--- src/rtl/btb_assoc_if.sv ---
// Lookup/update/prediction bundle between the IF-stage PC generator, the branch
// unit and btb_assoc. The frontend side uses master, the BTB uses slave.
interface btb_assoc_if #(
  parameter int VLEN            = 39,
  parameter int INSTR_PER_FETCH = 2
);
  logic                            flush_i;
  logic                            debug_mode_i;
  logic [VLEN-1:0]                 vpc_i;
  logic                            update_valid_i;
  logic [VLEN-1:0]                 update_pc_i;
  logic [VLEN-1:0]                 update_target_i;
  logic                            ready_o;
  logic [INSTR_PER_FETCH-1:0]      pred_valid_o;
  logic [INSTR_PER_FETCH*VLEN-1:0] pred_target_o;
  logic [31:0]                     hit_cnt_o;
  logic [31:0]                     evict_cnt_o;

  modport master (
    output flush_i, debug_mode_i, vpc_i, update_valid_i, update_pc_i, update_target_i,
    input  ready_o, pred_valid_o, pred_target_o, hit_cnt_o, evict_cnt_o
  );

  modport slave (
    input  flush_i, debug_mode_i, vpc_i, update_valid_i, update_pc_i, update_target_i,
    output ready_o, pred_valid_o, pred_target_o, hit_cnt_o, evict_cnt_o
  );
endinterface

--- src/rtl/btb_assoc.sv ---
// Tagged set-associative BTB with synchronous read, round-robin replacement and a
// sequential flush walker. Define BTB_ASSOC_PERF_CNT_EN to build hit/eviction counters.
module btb_assoc #(
  parameter int VLEN            = 39,
  parameter int INSTR_PER_FETCH = 2,
  parameter int OFFSET          = 1,
  parameter int NR_SETS         = 16,
  parameter int NR_WAYS         = 2,
  parameter int TAG_BITS        = 8
) (
  input  logic      clk_i,
  input  logic      rst_i,
  btb_assoc_if.slave bus
);

  localparam int SB        = OFFSET + $clog2(INSTR_PER_FETCH);
  localparam int SLOT_BITS = (INSTR_PER_FETCH > 1) ? $clog2(INSTR_PER_FETCH) : 1;
  localparam int SET_BITS  = $clog2(NR_SETS);
  localparam int WAY_BITS  = (NR_WAYS > 1) ? $clog2(NR_WAYS) : 1;

  typedef enum logic {
    FLUSH,
    IDLE
  } state_e;

  state_e state_q, state_d;
  logic [SET_BITS-1:0] flush_cnt_q, flush_cnt_d;
  logic [SET_BITS-1:0] flush_set;
  logic [WAY_BITS-1:0] rr_q [NR_SETS];
  logic                lookup_valid_q;

  // Entry storage has no reset so it can map onto block RAM; the walker clears valid.
  logic                entry_valid  [NR_SETS][NR_WAYS][INSTR_PER_FETCH];
  logic [TAG_BITS-1:0] entry_tag    [NR_SETS][NR_WAYS][INSTR_PER_FETCH];
  logic [VLEN-1:0]     entry_target [NR_SETS][NR_WAYS][INSTR_PER_FETCH];

  logic                rd_valid_q  [NR_WAYS][INSTR_PER_FETCH];
  logic [TAG_BITS-1:0] rd_tag_q    [NR_WAYS][INSTR_PER_FETCH];
  logic [VLEN-1:0]     rd_target_q [NR_WAYS][INSTR_PER_FETCH];
  logic [TAG_BITS-1:0] lk_tag_q;

  logic [SET_BITS-1:0]  lk_set;
  logic [SET_BITS-1:0]  upd_set;
  logic [SLOT_BITS-1:0] upd_slot;
  logic [TAG_BITS-1:0]  upd_tag;
  logic                 upd_en;
  logic                 upd_hit;
  logic                 upd_free;
  logic [WAY_BITS-1:0]  upd_hit_way;
  logic [WAY_BITS-1:0]  upd_free_way;
  logic [WAY_BITS-1:0]  upd_way;
  logic                 upd_evict;
  logic [WAY_BITS-1:0]  rr_next;

  logic                            lookup_active;
  logic [INSTR_PER_FETCH-1:0]      slot_hit;
  logic [INSTR_PER_FETCH*VLEN-1:0] pred_target_flat;

  logic unused_pc;
  assign unused_pc = ^{bus.vpc_i, bus.update_pc_i};

  assign lk_set   = bus.vpc_i[SB +: SET_BITS];
  assign upd_set  = bus.update_pc_i[SB +: SET_BITS];
  assign upd_tag  = bus.update_pc_i[SB+SET_BITS +: TAG_BITS];
  assign upd_slot = SLOT_BITS'((bus.update_pc_i >> OFFSET) & VLEN'(INSTR_PER_FETCH - 1));

  // Flush wins over a same-cycle update; updates are also dropped during the walk.
  assign upd_en = !rst_i && (state_q == IDLE) && bus.update_valid_i &&
                  !bus.debug_mode_i && !bus.flush_i;

  always_comb begin
    state_d     = state_q;
    flush_cnt_d = flush_cnt_q;
    flush_set   = flush_cnt_q;
    unique case (state_q)
      FLUSH: begin
        // A flush arriving mid-walk clears set 0 this cycle and restarts from there.
        flush_set   = bus.flush_i ? '0 : flush_cnt_q;
        flush_cnt_d = flush_set + 1'b1;
        if (!bus.flush_i && (flush_cnt_q == SET_BITS'(NR_SETS - 1))) begin
          state_d     = IDLE;
          flush_cnt_d = '0;
        end
      end
      IDLE: begin
        if (bus.flush_i) begin
          state_d     = FLUSH;
          flush_cnt_d = '0;
        end
      end
      default: begin
        state_d     = FLUSH;
        flush_cnt_d = '0;
      end
    endcase
  end

  always_comb begin
    upd_hit      = 1'b0;
    upd_free     = 1'b0;
    upd_hit_way  = '0;
    upd_free_way = '0;
    // Descending scan so the lowest matching / lowest free way is the one kept.
    for (int w = NR_WAYS - 1; w >= 0; w--) begin
      if (entry_valid[upd_set][w][upd_slot] && (entry_tag[upd_set][w][upd_slot] == upd_tag)) begin
        upd_hit     = 1'b1;
        upd_hit_way = WAY_BITS'(w);
      end
      if (!entry_valid[upd_set][w][upd_slot]) begin
        upd_free     = 1'b1;
        upd_free_way = WAY_BITS'(w);
      end
    end
    if (upd_hit) begin
      upd_way = upd_hit_way;
    end else if (upd_free) begin
      upd_way = upd_free_way;
    end else begin
      upd_way = rr_q[upd_set];
    end
    upd_evict = upd_en && !upd_hit && !upd_free;
    rr_next   = (rr_q[upd_set] == WAY_BITS'(NR_WAYS - 1)) ? '0 : rr_q[upd_set] + 1'b1;
  end

  always_ff @(posedge clk_i) begin
    if (rst_i) begin
      state_q        <= FLUSH;
      flush_cnt_q    <= '0;
      lookup_valid_q <= 1'b0;
      for (int s = 0; s < NR_SETS; s++) begin
        rr_q[s] <= '0;
      end
    end else begin
      state_q        <= state_d;
      flush_cnt_q    <= flush_cnt_d;
      lookup_valid_q <= (state_q == IDLE);
      if (upd_evict) begin
        rr_q[upd_set] <= rr_next;
      end
    end
  end

  // Read port samples the old contents on a same-set write (read-first).
  always_ff @(posedge clk_i) begin
    if (state_q == FLUSH) begin
      for (int w = 0; w < NR_WAYS; w++) begin
        for (int s = 0; s < INSTR_PER_FETCH; s++) begin
          entry_valid[flush_set][w][s] <= 1'b0;
        end
      end
    end else if (upd_en) begin
      entry_valid[upd_set][upd_way][upd_slot]  <= 1'b1;
      entry_tag[upd_set][upd_way][upd_slot]    <= upd_tag;
      entry_target[upd_set][upd_way][upd_slot] <= bus.update_target_i;
    end
    for (int w = 0; w < NR_WAYS; w++) begin
      for (int s = 0; s < INSTR_PER_FETCH; s++) begin
        rd_valid_q[w][s]  <= entry_valid[lk_set][w][s];
        rd_tag_q[w][s]    <= entry_tag[lk_set][w][s];
        rd_target_q[w][s] <= entry_target[lk_set][w][s];
      end
    end
    lk_tag_q <= bus.vpc_i[SB+SET_BITS +: TAG_BITS];
  end

  assign lookup_active = lookup_valid_q && (state_q == IDLE);

  always_comb begin
    slot_hit         = '0;
    pred_target_flat = '0;
    for (int s = 0; s < INSTR_PER_FETCH; s++) begin
      for (int w = NR_WAYS - 1; w >= 0; w--) begin
        if (lookup_active && rd_valid_q[w][s] && (rd_tag_q[w][s] == lk_tag_q)) begin
          slot_hit[s]                      = 1'b1;
          pred_target_flat[s*VLEN +: VLEN] = rd_target_q[w][s];
        end
      end
    end
  end

  assign bus.ready_o       = (state_q == IDLE);
  assign bus.pred_valid_o  = slot_hit;
  assign bus.pred_target_o = pred_target_flat;

`ifdef BTB_ASSOC_PERF_CNT_EN
  logic [31:0] hit_cnt_q;
  logic [31:0] evict_cnt_q;

  // Saturating counters; they survive flushes and clear only on reset.
  always_ff @(posedge clk_i) begin
    if (rst_i) begin
      hit_cnt_q   <= '0;
      evict_cnt_q <= '0;
    end else begin
      if ((|slot_hit) && (hit_cnt_q != 32'hFFFF_FFFF)) begin
        hit_cnt_q <= hit_cnt_q + 32'd1;
      end
      if (upd_evict && (evict_cnt_q != 32'hFFFF_FFFF)) begin
        evict_cnt_q <= evict_cnt_q + 32'd1;
      end
    end
  end

  assign bus.hit_cnt_o   = hit_cnt_q;
  assign bus.evict_cnt_o = evict_cnt_q;
`else
  logic unused_evict;
  assign unused_evict    = upd_evict;
  assign bus.hit_cnt_o   = '0;
  assign bus.evict_cnt_o = '0;
`endif

endmodule
--- src/flat_wrapper.sv ---
// flat-port wrapper written by rule: the top's interface ports become plain ports
module btb_assoc_flat 
#(
  parameter int VLEN            = 39,
  parameter int INSTR_PER_FETCH = 2,
  parameter int OFFSET          = 1,
  parameter int NR_SETS         = 16,
  parameter int NR_WAYS         = 2,
  parameter int TAG_BITS        = 8
)
  (clk_i, rst_i, bus_flush_i, bus_debug_mode_i, bus_vpc_i, bus_update_valid_i, bus_update_pc_i, bus_update_target_i, bus_ready_o, bus_pred_valid_o, bus_pred_target_o, bus_hit_cnt_o, bus_evict_cnt_o);
  btb_assoc_if #(.VLEN(VLEN), .INSTR_PER_FETCH(INSTR_PER_FETCH)) bus_i ();
  input  logic clk_i;
  input  logic rst_i;
  input wire logic [$bits(bus_i.flush_i)-1:0] bus_flush_i;
  input wire logic [$bits(bus_i.debug_mode_i)-1:0] bus_debug_mode_i;
  input wire logic [$bits(bus_i.vpc_i)-1:0] bus_vpc_i;
  input wire logic [$bits(bus_i.update_valid_i)-1:0] bus_update_valid_i;
  input wire logic [$bits(bus_i.update_pc_i)-1:0] bus_update_pc_i;
  input wire logic [$bits(bus_i.update_target_i)-1:0] bus_update_target_i;
  output wire logic [$bits(bus_i.ready_o)-1:0] bus_ready_o;
  output wire logic [$bits(bus_i.pred_valid_o)-1:0] bus_pred_valid_o;
  output wire logic [$bits(bus_i.pred_target_o)-1:0] bus_pred_target_o;
  output wire logic [$bits(bus_i.hit_cnt_o)-1:0] bus_hit_cnt_o;
  output wire logic [$bits(bus_i.evict_cnt_o)-1:0] bus_evict_cnt_o;
  assign bus_i.flush_i = bus_flush_i;
  assign bus_i.debug_mode_i = bus_debug_mode_i;
  assign bus_i.vpc_i = bus_vpc_i;
  assign bus_i.update_valid_i = bus_update_valid_i;
  assign bus_i.update_pc_i = bus_update_pc_i;
  assign bus_i.update_target_i = bus_update_target_i;
  assign bus_ready_o = bus_i.ready_o;
  assign bus_pred_valid_o = bus_i.pred_valid_o;
  assign bus_pred_target_o = bus_i.pred_target_o;
  assign bus_hit_cnt_o = bus_i.hit_cnt_o;
  assign bus_evict_cnt_o = bus_i.evict_cnt_o;
  btb_assoc #(.VLEN(VLEN), .INSTR_PER_FETCH(INSTR_PER_FETCH), .OFFSET(OFFSET), .NR_SETS(NR_SETS), .NR_WAYS(NR_WAYS), .TAG_BITS(TAG_BITS)) u_core (.clk_i(clk_i), .rst_i(rst_i), .bus(bus_i));
endmodule
--- config.mk ---
export PLATFORM = sky130hd
export DESIGN_NAME = btb_assoc_flat
export DESIGN_NICKNAME = d
export VERILOG_FILES = /design/src/rtl/btb_assoc_if.sv /design/src/rtl/btb_assoc.sv /design/src/flat_wrapper.sv
export SDC_FILE = /design/constraint.sdc
export NUM_CORES = 2
export LEC_CHECK = 0
export ABC_CLOCK_PERIOD_IN_PS = 11400
export BUFFER_PORTS_ARGS = -buffer_cell sky130_fd_sc_hd__buf_4
export CAP_MARGIN = 15
export CORE_MARGIN = 3
export CORE_UTILIZATION = 50
export CTS_BUF_LIST = sky130_fd_sc_hd__clkbuf_2 sky130_fd_sc_hd__clkbuf_4 sky130_fd_sc_hd__clkbuf_8
export CTS_CLUSTER_SIZE = 40
export DETAILED_ROUTE_END_ITERATION = 12
export GPL_ROUTABILITY_DRIVEN = 0
export PLACE_DENSITY = 0.77
export SYNTH_ARGS = -nofsm -noshare
export SYNTH_HDL_FRONTEND = slang
export SYNTH_SLANG_ARGS = --single-unit
--- constraint.sdc ---
create_clock -name clk_i -period 11.4 [get_ports clk_i]
set_input_delay 2.28 -clock clk_i [delete_from_list [all_inputs] [get_ports clk_i]]
set_output_delay 2.28 -clock clk_i [all_outputs]
set_load 0.005 [all_outputs]
==> run_results.csv <==
group,metric,value,unit
layout,nNetsFinal,6200,
detailed_routing,drt_first_pass_iters,7,
flow_run,maxCapViolations,0,
logic_synthesis,post_synth_instance_area,129000,um2
clock_tree,count_of_clock_tree_sinks,3294,
placement,port_buffers,149,
sta,worst_slew_margin_rel,17.7,%
logic_synthesis,yosys_warnings,0,
clock_tree,post_cts_buffers,0,
detailed_routing,total_vias_in_the_final_route,63811,
sta,final_min_period_over_clock_period,69.8,%
clock_tree,clk_pin_slew_worst_paths,0.06,ns
floorplanning,die_width,514,um
logic_synthesis,synth_sequential_area_ratio,75.2,%
critical_path,critPathTopFamily,"buffers and inverters",
floorplanning,number_of_placement_rows,185,
clock_tree,cts_inserted_buffers,489,
clock_tree,cts-htree-levels,5,
logic_synthesis,postSynthRegisterBits,3294,
grt,gr-total-overflow,0,
sta,max_freq,126,MHz
layout,drive_gt1_share,34.8,%
critical_path,timing.reg2reg.setup_slack,5.62,ns
clock_tree,cts_tree,"done",
sta,finalWorstPathRequiredPeriod,7.96,ns
logic_synthesis,number_of_enable_type_register_cells_in_the_synthesized_netlist,3088,
detailed_routing,wl_per_cell,32.9,um
logic_synthesis,yosys.cell_types.count,68,
clock_tree,postCtsHoldBufs,0,
floorplanning,ioPinCount,267,
floorplanning,die-height,514,um
placement,dp.final_hpwl,172000,um
grt,grt_pass1_vias,64185,
detailed_routing,total_drc_errors_in_the_routed_layout,0,
sta,finalHoldViolations,0,
clock_tree,cts_buffer_depth,4,
layout,syn_to_final_growth,12.2,%
sta,finClkSkew,0.159,ns
grt,global_route.usage.total,24.4,%
clock_tree,cts_root_buffer,"sky130_fd_sc_hd__clkbuf_8",
critical_path,critical_path_arrival,8.61,ns
sta,setup_tns,0,ns
sta,timing_worst_slew_pin_value,1.23,ns
grt,maximum_number_of_pins_on_one_net_before_global_route_repair,142,
sta,rsz_0062_raised_after_global_routing,"no",
critical_path,slowest_delay,1.00,ns
power_and_ir_drop,pwr_cell_area,167,nW/um2
clock_tree,worst_skew_pair.late_latency,1.09,ns
detailed_routing,final_antenna_net_count,0,
critical_path,crit_top_cell,"sky130_fd_sc_hd__buf_4",
clock_tree,ctsResizeCount,0,
power_and_ir_drop,ir_drop,123,uV
critical_path,critPathMaxFanout,46,
run_status,outcome,"finished, final reports clean",
critical_path,cp_data_required_time,12.05,ns
logic_synthesis,synthCells,5636,
floorplanning,core_area,255000,um2
sta,report.final.slew_viol_count,0,
layout,fillCellCount,17697,
critical_path,cp_num_buf_inv,5,
hold_path,hold_path.startpoint,"u_core.flush_cnt_q[3]$_SDFF_PP0_",
detailed_routing,detailedRoute.firstIterationViolations,8967,
grt,grt_first_pass_wirelength,462000,um
hold_path,timing.hold.worst.class,"register to register",
detailed_routing,drt-vias-per-instance,6.47,
sta,hold-worst-slack,0.672,ns
critical_path,startpoint_of_the_most_critical_setup_path,"bus_update_pc_i[4]",
logic_synthesis,ys_async_sr_fraction,0,%
critical_path,cp-start-kind,"primary input",
sta,setup_viol,0,
critical_path,crit-reg2reg-launch,"u_core.entry_tag[7][15]$_DFFE_PP_",
floorplanning,die_area,264000,um2
logic_synthesis,main_synth_ff_type,"sky130_fd_sc_hd__edfxtp_1",
logic_synthesis,avgSynthCellArea,22.8,um2
critical_path,cp_slowest_cell,"sky130_fd_sc_hd__and2_2",
grt,initial_antenna_violation_count,26,
floorplanning,initial_core_util,50.5,%
power_and_ir_drop,leakage_power_of_the_design,45.8,nW
critical_path,critical_path_class,"primary input to register",
critical_path,worst_setup_path_end_kind,"register",
critical_path,cell_breakdown_of_the_critical_path,"buf_4 > and2_2 > a22oi_1 > a21oi_1 > nor4_1 > xor2_1 > or4_1 > o22ai_4 > buf_4 > buf_4 > nor4b_4 > buf_4 > buf_4",
detailed_routing,route.final.wire_length,324000,um
power by group:
| group | switching [W] | leakage [nW] | internal, W |
|---|---|---|---|
| Combinational | 0.000599 | 10.7 | 0.000443 |
| Sequential | 0.0000443 | 29.6 | 0.0133 |
| Clock | 0.00445 | 5.45 | 0.00536 |
| Total | 0.00509 | 45.8 | 0.0191 |
layer usage:
layer	GRT usage, %	vias up	wire [um]
met5	0	-	153
li1	-	24983	-
met3	6.07	714	37800
met4	9.50	16	13100
met2	38.6	4414	157000
met1	33.1	33684	117000
synthesized netlist by cell type (all sizes together), types with 5 or more instances:
cell type	n	area share, %
edfxtp	3088	72
mux4	1025	18
buf	209	1.0
dfxtp	206	3.2
clkbuf	196	0.57
mux2i	169	1.3
nand2	121	0.35
a21oi	79	0.33
a22oi	64	0.37
a211oi	55	0.44
a22o	48	0.33
o21ai	44	0.18
nor2b	39	0.19
nor3	37	0.14
nor4b	32	0.38
nor4	31	0.16
nand3	24	0.097
xnor2	23	0.16
xor2	23	0.16
nor2	20	0.064
o31ai	18	0.13
o22ai	11	0.064
nand4	9	0.055
and3	8	0.039
o21a	5	0.029
or2	5	0.024
through the flow:
stage / total power [W] / worst slack, ns / util (%) / std cells / instance area [um2]
floorplan: 0.0142 / 1.32 / - / 5699 / 129000
global placement: 0.0146 / 2.62 / 52.6 / 8949 / 134000
detailed placement: 0.0146 / 2.58 / 52.6 / 8949 / 134000
CTS: 0.0243 / 3.64 / 56.6 / 9854 / 144000
global route: 0.0249 / 3.41 / 56.6 / 9864 / 144000
finish: 0.0242 / 3.44 / 56.6 / 9870 / 144000
sequential cells by signal, summed over array words and instances, names as in the netlist:
name                   flops
u_core.entry_valid        64
u_core.flush_cnt_q         4
u_core.rd_target_q       156
u_core.entry_target     2496
u_core.rr_q               16
u_core.lk_tag_q            8
u_core.entry_tag         512
u_core.rd_valid_q          4
u_core.bus.ready_o         1
u_core.rd_tag_q           32
u_core.lookup_valid_q      1
cell type report:
cell class | instances | area, um2 | area share (%)
clock inverter | 165 | 1250 | 0.866
antenna | 13 | 32.5 | 0.0225
tap | 3366 | 4210 | 2.92
clock buffer | 740 | 8980 | 6.21
timing repair buffer | 292 | 2410 | 1.67
sequential | 3294 | 96900 | 67.0
multi-input combinational | 1995 | 30700 | 21.3
inverter | 5 | 18.8 | 0.0130
logic make-up after synthesis:
logic type,count (synthesis),share of synthesized area (%)
XOR/XNOR,46,0.313
adder cells (fa/ha/maj),1,0.00971
flip-flops,3294,75.2
AND/OR/NAND/NOR,346,1.62
buffers and inverters,410,1.58
AO/OA/AOI/OAI,341,2.00
multiplexers,1197,19.3
other,1,0.00291
path summary, 6_finish.rpt:
kind,endpoint,cells past startpoint
max,u_core.entry_target[5][55]$_DFFE_PP_,13
min,u_core.flush_cnt_q[3]$_SDFF_PP0_,2
max reg2reg,u_core.entry_target[5][55]$_DFFE_PP_,12
min reg2reg,u_core.flush_cnt_q[3]$_SDFF_PP0_,2
worst reg2reg max path: stages (launching register included):
cell                       delay, ns
sky130_fd_sc_hd__edfxtp_1       0.38
sky130_fd_sc_hd__mux4_2         0.47
sky130_fd_sc_hd__mux2i_1        0.29
sky130_fd_sc_hd__a22oi_1        0.21
sky130_fd_sc_hd__a21oi_1        0.21
sky130_fd_sc_hd__o22ai_1        0.14
sky130_fd_sc_hd__or4_1          0.77
sky130_fd_sc_hd__o22ai_4        0.24
sky130_fd_sc_hd__buf_4          0.68
sky130_fd_sc_hd__buf_4          0.55
sky130_fd_sc_hd__nor4b_4        0.29
sky130_fd_sc_hd__buf_4          0.53
sky130_fd_sc_hd__buf_4          0.64
cell usage in the layout, fill, tap and decap left out, types with 17 or more instances in the layout:
cell type	count
sky130_fd_sc_hd__xnor2_1	23
sky130_fd_sc_hd__nor2b_1	35
sky130_fd_sc_hd__mux4_2	1025
sky130_fd_sc_hd__clkinv_1	80
sky130_fd_sc_hd__a22oi_1	64
sky130_fd_sc_hd__conb_1	64
sky130_fd_sc_hd__clkbuf_4	193
sky130_fd_sc_hd__nand2_1	120
sky130_fd_sc_hd__a211oi_4	32
sky130_fd_sc_hd__dfxtp_1	206
sky130_fd_sc_hd__clkinv_2	47
sky130_fd_sc_hd__a21oi_1	70
sky130_fd_sc_hd__nor4b_4	29
sky130_fd_sc_hd__o21ai_0	41
sky130_fd_sc_hd__nor2_1	17
sky130_fd_sc_hd__a211oi_1	23
sky130_fd_sc_hd__nand3_1	23
sky130_fd_sc_hd__xor2_1	23
sky130_fd_sc_hd__nor4_1	24
sky130_fd_sc_hd__a22o_1	48
sky130_fd_sc_hd__clkbuf_8	547
sky130_fd_sc_hd__mux2i_1	169
sky130_fd_sc_hd__buf_4	272
sky130_fd_sc_hd__nor3_1	37
sky130_fd_sc_hd__edfxtp_1	3088
(Power assumes the default switching activity.)
